$ cat src/rtl/sad_min_search.sv
// Block-matching minimum search: streams BLK*BLK pixel pairs per candidate,
// accumulates SAD or SSD through a 3-stage pipeline and reports the cheapest candidate.
module sad_min_search #(
    parameter int  PIX_W = 8,
    parameter int  BLK   = 4,
    parameter int  NCAND = 16,
    localparam int NPIX  = BLK * BLK,
    localparam int ACC_W = 2 * PIX_W + $clog2(NPIX),
    localparam int IDX_W = ($clog2(NCAND) > 1) ? $clog2(NCAND) : 1
) (
    input  logic             i_clk,
    input  logic             i_rst_n,
    input  logic             i_start,
    input  logic             i_mode,
    input  logic             i_in_valid,
    input  logic [PIX_W-1:0] i_in_cur,
    input  logic [PIX_W-1:0] i_in_ref,
    output logic             o_in_ready,
    output logic             o_busy,
    output logic             o_res_valid,
    input  logic             i_res_ready,
    output logic [ACC_W-1:0] o_res_cost,
    output logic [IDX_W-1:0] o_res_idx
);

    localparam int PC_W = (NPIX > 1) ? $clog2(NPIX) : 1;

    typedef enum logic [1:0] {S_IDLE, S_RUN, S_DRAIN, S_DONE} state_t;

    state_t             r_state, w_state_nxt;
    logic               r_mode;
    logic [PC_W-1:0]    r_pix_cnt;
    logic [IDX_W-1:0]   r_cand_cnt;
    logic [IDX_W-1:0]   r_cmp_idx;
    logic [ACC_W-1:0]   r_best;
    logic [IDX_W-1:0]   r_best_idx;
    logic               r_fin;
    logic [ACC_W-1:0]   r_res_cost;
    logic [IDX_W-1:0]   r_res_idx;

    // pipeline: r_vld[0] = stage 1 holds a pair, [1] = stage 2, [2] = stage 3
    logic [2:0]         r_vld;
    logic [PIX_W:0]     r_s1_diff;
    logic               r_s1_first, r_s1_last;
    logic [ACC_W-1:0]   r_s2_mag;
    logic               r_s2_first, r_s2_last;
    logic [ACC_W-1:0]   r_acc;
    logic               r_s3_last;

    logic               w_accept, w_start_go, w_pix_last, w_cand_last;
    logic [PIX_W:0]     w_diff;
    logic [PIX_W-1:0]   w_lo, w_abs;
    logic [2*PIX_W-1:0] w_sq;
    logic [ACC_W-1:0]   w_mag;

    assign w_accept    = i_in_valid && (r_state == S_RUN);
    assign w_start_go  = i_start && (r_state == S_IDLE);
    assign w_pix_last  = (r_pix_cnt == PC_W'(NPIX - 1));
    assign w_cand_last = (r_cand_cnt == IDX_W'(NCAND - 1));

    assign w_diff = {1'b0, i_in_cur} - {1'b0, i_in_ref};
    // two's-complement negate of the low bits gives |diff| since |diff| < 2**PIX_W
    assign w_lo   = r_s1_diff[PIX_W-1:0];
    assign w_abs  = r_s1_diff[PIX_W] ? ((~w_lo) + PIX_W'(1)) : w_lo;
    assign w_sq   = {{PIX_W{1'b0}}, w_abs} * {{PIX_W{1'b0}}, w_abs};
    assign w_mag  = r_mode ? ACC_W'(w_sq) : ACC_W'(w_abs);

    always_ff @(posedge i_clk or negedge i_rst_n) begin
        if (!i_rst_n) r_state <= S_IDLE;
        else          r_state <= w_state_nxt;
    end

    always_comb begin
        w_state_nxt = r_state;
        case (r_state)
            S_IDLE:  if (i_start) w_state_nxt = S_RUN;
            S_RUN:   if (w_accept && w_pix_last && w_cand_last) w_state_nxt = S_DRAIN;
            S_DRAIN: if (r_fin) w_state_nxt = S_DONE;
            S_DONE:  if (i_res_ready) w_state_nxt = S_IDLE;
            default: w_state_nxt = S_IDLE;
        endcase
    end

    always_ff @(posedge i_clk or negedge i_rst_n) begin
        if (!i_rst_n) begin
            r_vld      <= '0;
            r_s1_diff  <= '0;
            r_s1_first <= 1'b0;
            r_s1_last  <= 1'b0;
            r_s2_mag   <= '0;
            r_s2_first <= 1'b0;
            r_s2_last  <= 1'b0;
            r_acc      <= '0;
            r_s3_last  <= 1'b0;
        end else begin
            r_vld      <= {r_vld[1:0], w_accept};
            r_s1_first <= (r_pix_cnt == '0);
            r_s1_last  <= w_accept && w_pix_last;
            if (w_accept) r_s1_diff <= w_diff;
            r_s2_first <= r_s1_first;
            r_s2_last  <= r_vld[0] && r_s1_last;
            if (r_vld[0]) r_s2_mag <= w_mag;
            r_s3_last  <= r_vld[1] && r_s2_last;
            if (r_vld[1]) r_acc <= r_s2_first ? r_s2_mag : (r_acc + r_s2_mag);
        end
    end

    always_ff @(posedge i_clk or negedge i_rst_n) begin
        if (!i_rst_n) begin
            r_mode     <= 1'b0;
            r_pix_cnt  <= '0;
            r_cand_cnt <= '0;
            r_cmp_idx  <= '0;
            r_best     <= '0;
            r_best_idx <= '0;
            r_fin      <= 1'b0;
        end else if (w_start_go) begin
            r_mode     <= i_mode;
            r_pix_cnt  <= '0;
            r_cand_cnt <= '0;
            r_cmp_idx  <= '0;
            r_best     <= '1;
            r_best_idx <= '0;
            r_fin      <= 1'b0;
        end else begin
            if (w_accept) begin
                if (w_pix_last) begin
                    r_pix_cnt  <= '0;
                    r_cand_cnt <= r_cand_cnt + IDX_W'(1);
                end else begin
                    r_pix_cnt  <= r_pix_cnt + PC_W'(1);
                end
            end
            // candidate cost leaves stage 3: strict compare keeps the lowest index on ties
            if (r_vld[2] && r_s3_last) begin
                if (r_acc < r_best) begin
                    r_best     <= r_acc;
                    r_best_idx <= r_cmp_idx;
                end
                r_cmp_idx <= r_cmp_idx + IDX_W'(1);
                if (r_cmp_idx == IDX_W'(NCAND - 1)) r_fin <= 1'b1;
            end
        end
    end

    always_ff @(posedge i_clk or negedge i_rst_n) begin
        if (!i_rst_n) begin
            r_res_cost <= '0;
            r_res_idx  <= '0;
        end else if (r_state == S_DRAIN && r_fin) begin
            r_res_cost <= r_best;
            r_res_idx  <= r_best_idx;
        end
    end

    assign o_in_ready  = (r_state == S_RUN);
    assign o_busy      = (r_state != S_IDLE);
    assign o_res_valid = (r_state == S_DONE);
    assign o_res_cost  = r_res_cost;
    assign o_res_idx   = r_res_idx;

endmodule

$ cat config.mk
export PLATFORM = sky130hd
export DESIGN_NAME = sad_min_search
export DESIGN_NICKNAME = d
export VERILOG_FILES = /design/src/rtl/sad_min_search.sv
export SDC_FILE = /design/constraint.sdc
export NUM_CORES = 1
export LEC_CHECK = 0
export CORE_MARGIN = 8
export CORE_UTILIZATION = 50
export CTS_BUF_LIST = sky130_fd_sc_hd__clkbuf_8
export DETAILED_ROUTE_END_ITERATION = 10
export DONT_BUFFER_PORTS = 1
export GPL_TIMING_DRIVEN = 0
export PLACE_DENSITY = 0.71
export SLEW_MARGIN = 10
export SYNTH_ARGS = -nofsm -noshare
export SYNTH_HDL_FRONTEND = slang
export SYNTH_SLANG_ARGS = --single-unit
$ cat constraint.sdc
create_clock -name i_clk -period 14.4 [get_ports i_clk]
set_input_delay 2.16 -clock i_clk [delete_from_list [all_inputs] [get_ports i_clk]]
set_output_delay 2.16 -clock i_clk [all_outputs]
set_load 0.1 [all_outputs]
==> flow_summary_export.csv <==
group,metric,value,unit
outcome,outcome,"finished, final reports clean",
yosys,ys_seq_elements,117,
yosys,avgSynthCellArea,8.96,um2
clocking,htree_num_levels,4,
sta,worst_relative_slew_slack,31.9,%
sta,clock-skew-final,0.00767,ns
floorplanning,die-area,21200,um2
placed_design,dp_hpwl,14000,um
placed_design,placement.cell_area,8660,um2
detailed_routing,ant_nets,0,
flow_run,max_cap_violations,0,
final_layout,utilization,55.6,%
sta,setup-tns-final,0,ns
yosys,async_s_r_ff_share_synth,100,%
detailed_routing,drt_iter0_drc,382,
yosys,ys_types,72,
final_layout,insertedDiodeCount,0,
clocking,tritoncts.num_buffers,17,
placed_design,numPortBuffers,0,
detailed_routing,dr_total_vias,6635,
sta,fmax,0.171,GHz
global_routing,grt_max_degree,118,
critical_path,critical_path.top_delay_family,"adder cells",
yosys,syn_area,8380,um2
global_routing,grt.total_usage,18.0,%
detailed_routing,wirelength,18400,um
clocking,clock_path_buffers,2,
yosys,synth_ff_type,"sky130_fd_sc_hd__dfrtp_1",
clocking,postCtsResizedCells,0,
yosys,ys_warn_count,0,
hold_path,worst_hold_path_type,"flop to flop",
yosys,syn_inst,935,
critical_path,cpMaxStageDelayCell,"sky130_fd_sc_hd__xor2_1",
global_routing,grt_pass1_vias,6580,
critical_path,worst-path-max-fanout,9,
floorplanning,fp.dieW,145,um
global_routing,global_route.usage.met2,30.2,%
global_routing,antenna_found_initial,0,
sta,drv_slew,0,
sta,timing_hold_violations_final,0,
critical_path,setup.worst_path.end_class,"flop",
floorplanning,io-pin-count,49,
critical_path,crit_path_max_incr_delay,0.73,ns
global_routing,use_met3,3.86,%
clocking,clock_insertion_delay_worst_skew,0.45,ns
sta,period_minus_slack,5.85,ns
clocking,cts_setup_buffers,0,
sta,setup_viol,0,
critical_path,worstSetupStartpointType,"flop",
clocking,cts_hold_repair.buffers,0,
final_layout,final_nets,1084,
clocking,numClockSinks,117,
detailed_routing,via_per_inst,5.59,
floorplanning,initial_utilization,50.9,%
sta,grt_setup_unrepaired,"no",
global_routing,first_pass_grt_wire_length,31800,um
floorplanning,floorplan.rows,47,
critical_path,timing.critical_path.arrival,6.19,ns
global_routing,globalRoute.totalOverflow,0,
global_routing,gr-usage-met1,22.6,%
sta,timing_worst_slew_pin_value,1.02,ns
global_routing,gr-max-usage-layer,"met2",
clocking,clk_pin_slew,0.07,ns
detailed_routing,wl_per_cell,15.5,um
critical_path,worstPathCellList,"clkinv_1 -> ha_1 -> nand2b_1 -> o21ai_0 -> xor2_1 -> nand2b_1 -> fa_1 -> inv_1 -> fa_1 -> fa_1 -> inv_1 -> fa_1 -> inv_1 -> ha_1 -> a21oi_1 -> nor2_1 -> a2111oi_0 -> a21oi_1 -> xor2_1 -> a31o_1",
sta,portion_of_the_clock_cycle_consumed_by_the_worst_path_in_the_final_layout,40.6,%
detailed_routing,post-route-drc-count,0,
yosys,seq_area_frac_synth,34.9,%
clocking,cell_at_the_root_of_the_clock_tree,"sky130_fd_sc_hd__clkbuf_8",
floorplanning,core_area,16500,um2
critical_path,crit_buf_inv,4,
floorplanning,die_y,145,um
critical_path,cp.required,14.74,ns
final_layout,synthToLayoutAreaGrowth,9.18,%
critical_path,path_class,"flop to flop",
critical_path,timing.critical_path.mode_cell,"sky130_fd_sc_hd__fa_1",
clocking,clock_tree_from_tritoncts,"built",
final_layout,stdcell_area,9150,um2
detailed_routing,detail_route.first_pass.iterations,5,
yosys,synth-edff-count,0,
final_layout,drive_gt1_share,8.26,%
placed_design,routabilityCongestion,0.898,
-- sequential cells by signal (all words and copies together), names as in the netlist, 2 cells and up --
name        count
o_res_idx       4
r_cmp_idx       4
r_cand_cnt      4
r_best         20
r_best_idx      4
r_s2_mag       16
r_state         2
r_vld           3
r_acc          20
o_res_cost     20
r_s1_diff       9
r_pix_cnt       4
-- cell families after synthesis --
family	share of synthesized area (%)
flops	34.9
simple gates	17.2
xor+xnor	3.72
compound gates	17.7
other cells	0.0448
buf+inv	6.17
mux	1.82
fa+ha+maj	18.4
-- stage by stage --
stage / cells / setup slack, ns / hold slack [ns]
after floorplan: 936 / 9.26 / 0.331
after global placement: 1156 / 8.60 / 0.333
after detailed placement: 1156 / 8.54 / 0.340
after CTS: 1188 / 8.55 / 0.364
after global routing: 1188 / 8.20 / 0.377
final: 1188 / 8.55 / 0.356
-- worst register-to-register path, cell delays in order (launching register included) --
cell and delay (ns):
sky130_fd_sc_hd__dfrtp_1 0.43, sky130_fd_sc_hd__clkinv_1 0.25, sky130_fd_sc_hd__ha_1 0.29, sky130_fd_sc_hd__nand2b_1 0.10, sky130_fd_sc_hd__o21ai_0 0.10, sky130_fd_sc_hd__xor2_1 0.73
sky130_fd_sc_hd__nand2b_1 0.22, sky130_fd_sc_hd__fa_1 0.42, sky130_fd_sc_hd__inv_1 0.12, sky130_fd_sc_hd__fa_1 0.45, sky130_fd_sc_hd__fa_1 0.55, sky130_fd_sc_hd__inv_1 0.06
sky130_fd_sc_hd__fa_1 0.53, sky130_fd_sc_hd__inv_1 0.04, sky130_fd_sc_hd__ha_1 0.25, sky130_fd_sc_hd__a21oi_1 0.15, sky130_fd_sc_hd__nor2_1 0.07, sky130_fd_sc_hd__a2111oi_0 0.44
sky130_fd_sc_hd__a21oi_1 0.15, sky130_fd_sc_hd__xor2_1 0.18, sky130_fd_sc_hd__a31o_1 0.22
-- cell usage after synthesis (all sizes together) (2+ instances only) --
master     n  area, um2
xnor2     14        123
inv       96        360
a211oi     9       77.6
clkbuf    29        110
or2       11       68.8
mux2i      4       40.0
o21ai     83        415
buf        9       42.5
o21a       9       67.6
xor2      19        189
a31oi     11       68.8
a21oi     60        304
and3       4       30.0
ha        80       1000
a31o       6       52.6
and4       3       26.3
nor4b      2       17.5
and2       5       31.3
mux2      10        113
nand3     62        310
nand2     68        255
a211o      6       52.6
nor2b     17        106
a21o       8       60.1
nand2b    12       75.1
o31ai     10       93.8
nand4      5       31.3
o211ai     7       52.6
nor2      76        288
fa        27        541
o22ai      2       12.5
a2111oi    4       78.8
nand3b     4       30.0
a41oi      3       26.3
dfrtp    117       2930
or3        7       48.8
or4        2       15.0
nor3      15       75.1
-- layer usage --
metal / routed length, um / part of all wire, % / vias up
met5: 0 / 0 / -
met4: 282 / 1.5 / 0
met3: 824 / 4.5 / 15
met2: 8830 / 48 / 123
met1: 8500 / 46 / 3210
li1: - / - / 3287
-- placed cells by master (no fill, tap or decap), types with 5 or more instances in the layout --
cell	instances
sky130_fd_sc_hd__dfrtp_1	117
sky130_fd_sc_hd__inv_1	96
sky130_fd_sc_hd__ha_1	80
sky130_fd_sc_hd__o21ai_0	76
sky130_fd_sc_hd__nor2_1	75
sky130_fd_sc_hd__nand2_1	68
sky130_fd_sc_hd__nand3_1	62
sky130_fd_sc_hd__a21oi_1	59
sky130_fd_sc_hd__clkbuf_1	28
sky130_fd_sc_hd__fa_1	27
sky130_fd_sc_hd__clkbuf_8	19
sky130_fd_sc_hd__nor2b_1	17
sky130_fd_sc_hd__xor2_1	16
sky130_fd_sc_hd__nor3_1	15
sky130_fd_sc_hd__xnor2_1	14
sky130_fd_sc_hd__nand2b_1	12
sky130_fd_sc_hd__or2_2	11
sky130_fd_sc_hd__a31oi_1	11
sky130_fd_sc_hd__mux2_2	10
sky130_fd_sc_hd__o21a_1	9
sky130_fd_sc_hd__a21o_1	8
sky130_fd_sc_hd__o31ai_1	8
sky130_fd_sc_hd__o21ai_1	7
sky130_fd_sc_hd__a211oi_1	7
sky130_fd_sc_hd__o211ai_1	7
sky130_fd_sc_hd__buf_2	7
sky130_fd_sc_hd__or3_1	6
sky130_fd_sc_hd__a211o_1	6
sky130_fd_sc_hd__bufinv_16	6
sky130_fd_sc_hd__and2_1	5
sky130_fd_sc_hd__nand4_1	5
sky130_fd_sc_hd__a31o_2	5
-- area by class of cell --
type	instances	area (um2)
clock inverter	13	229
tap	220	275
buffer	38	153
fill	1505	7320
multi-input combinational	684	4940
clock buffer	19	262
sequential	117	2930
inverter	97	364
-- path summary, 6_finish.rpt --
path                                          startpoint                       end  slack [ns]  cells after the start
worst max-delay path            r_s1_diff[0]$_DFFE_PN0P_  r_s2_mag[15]$_DFFE_PN0P_        8.55                     20
worst max register to register  r_s1_diff[0]$_DFFE_PN0P_  r_s2_mag[15]$_DFFE_PN0P_        8.55                     20
max in group asynchronous                        i_rst_n  r_s1_diff[1]$_DFFE_PN0P_       12.77                      0
worst min register to register      r_s1_first$_DFF_PN0_      r_s2_first$_DFF_PN0_        0.36                      0
worst min-delay path                r_s1_first$_DFF_PN0_      r_s2_first$_DFF_PN0_        0.36                      0
min in group asynchronous                        i_rst_n     r_acc[12]$_DFFE_PN0P_        1.41                      0
Power is left out: the tool's default activity adds up to more than one toggle a clock period on the data nets, which glitch-free logic cannot reach.
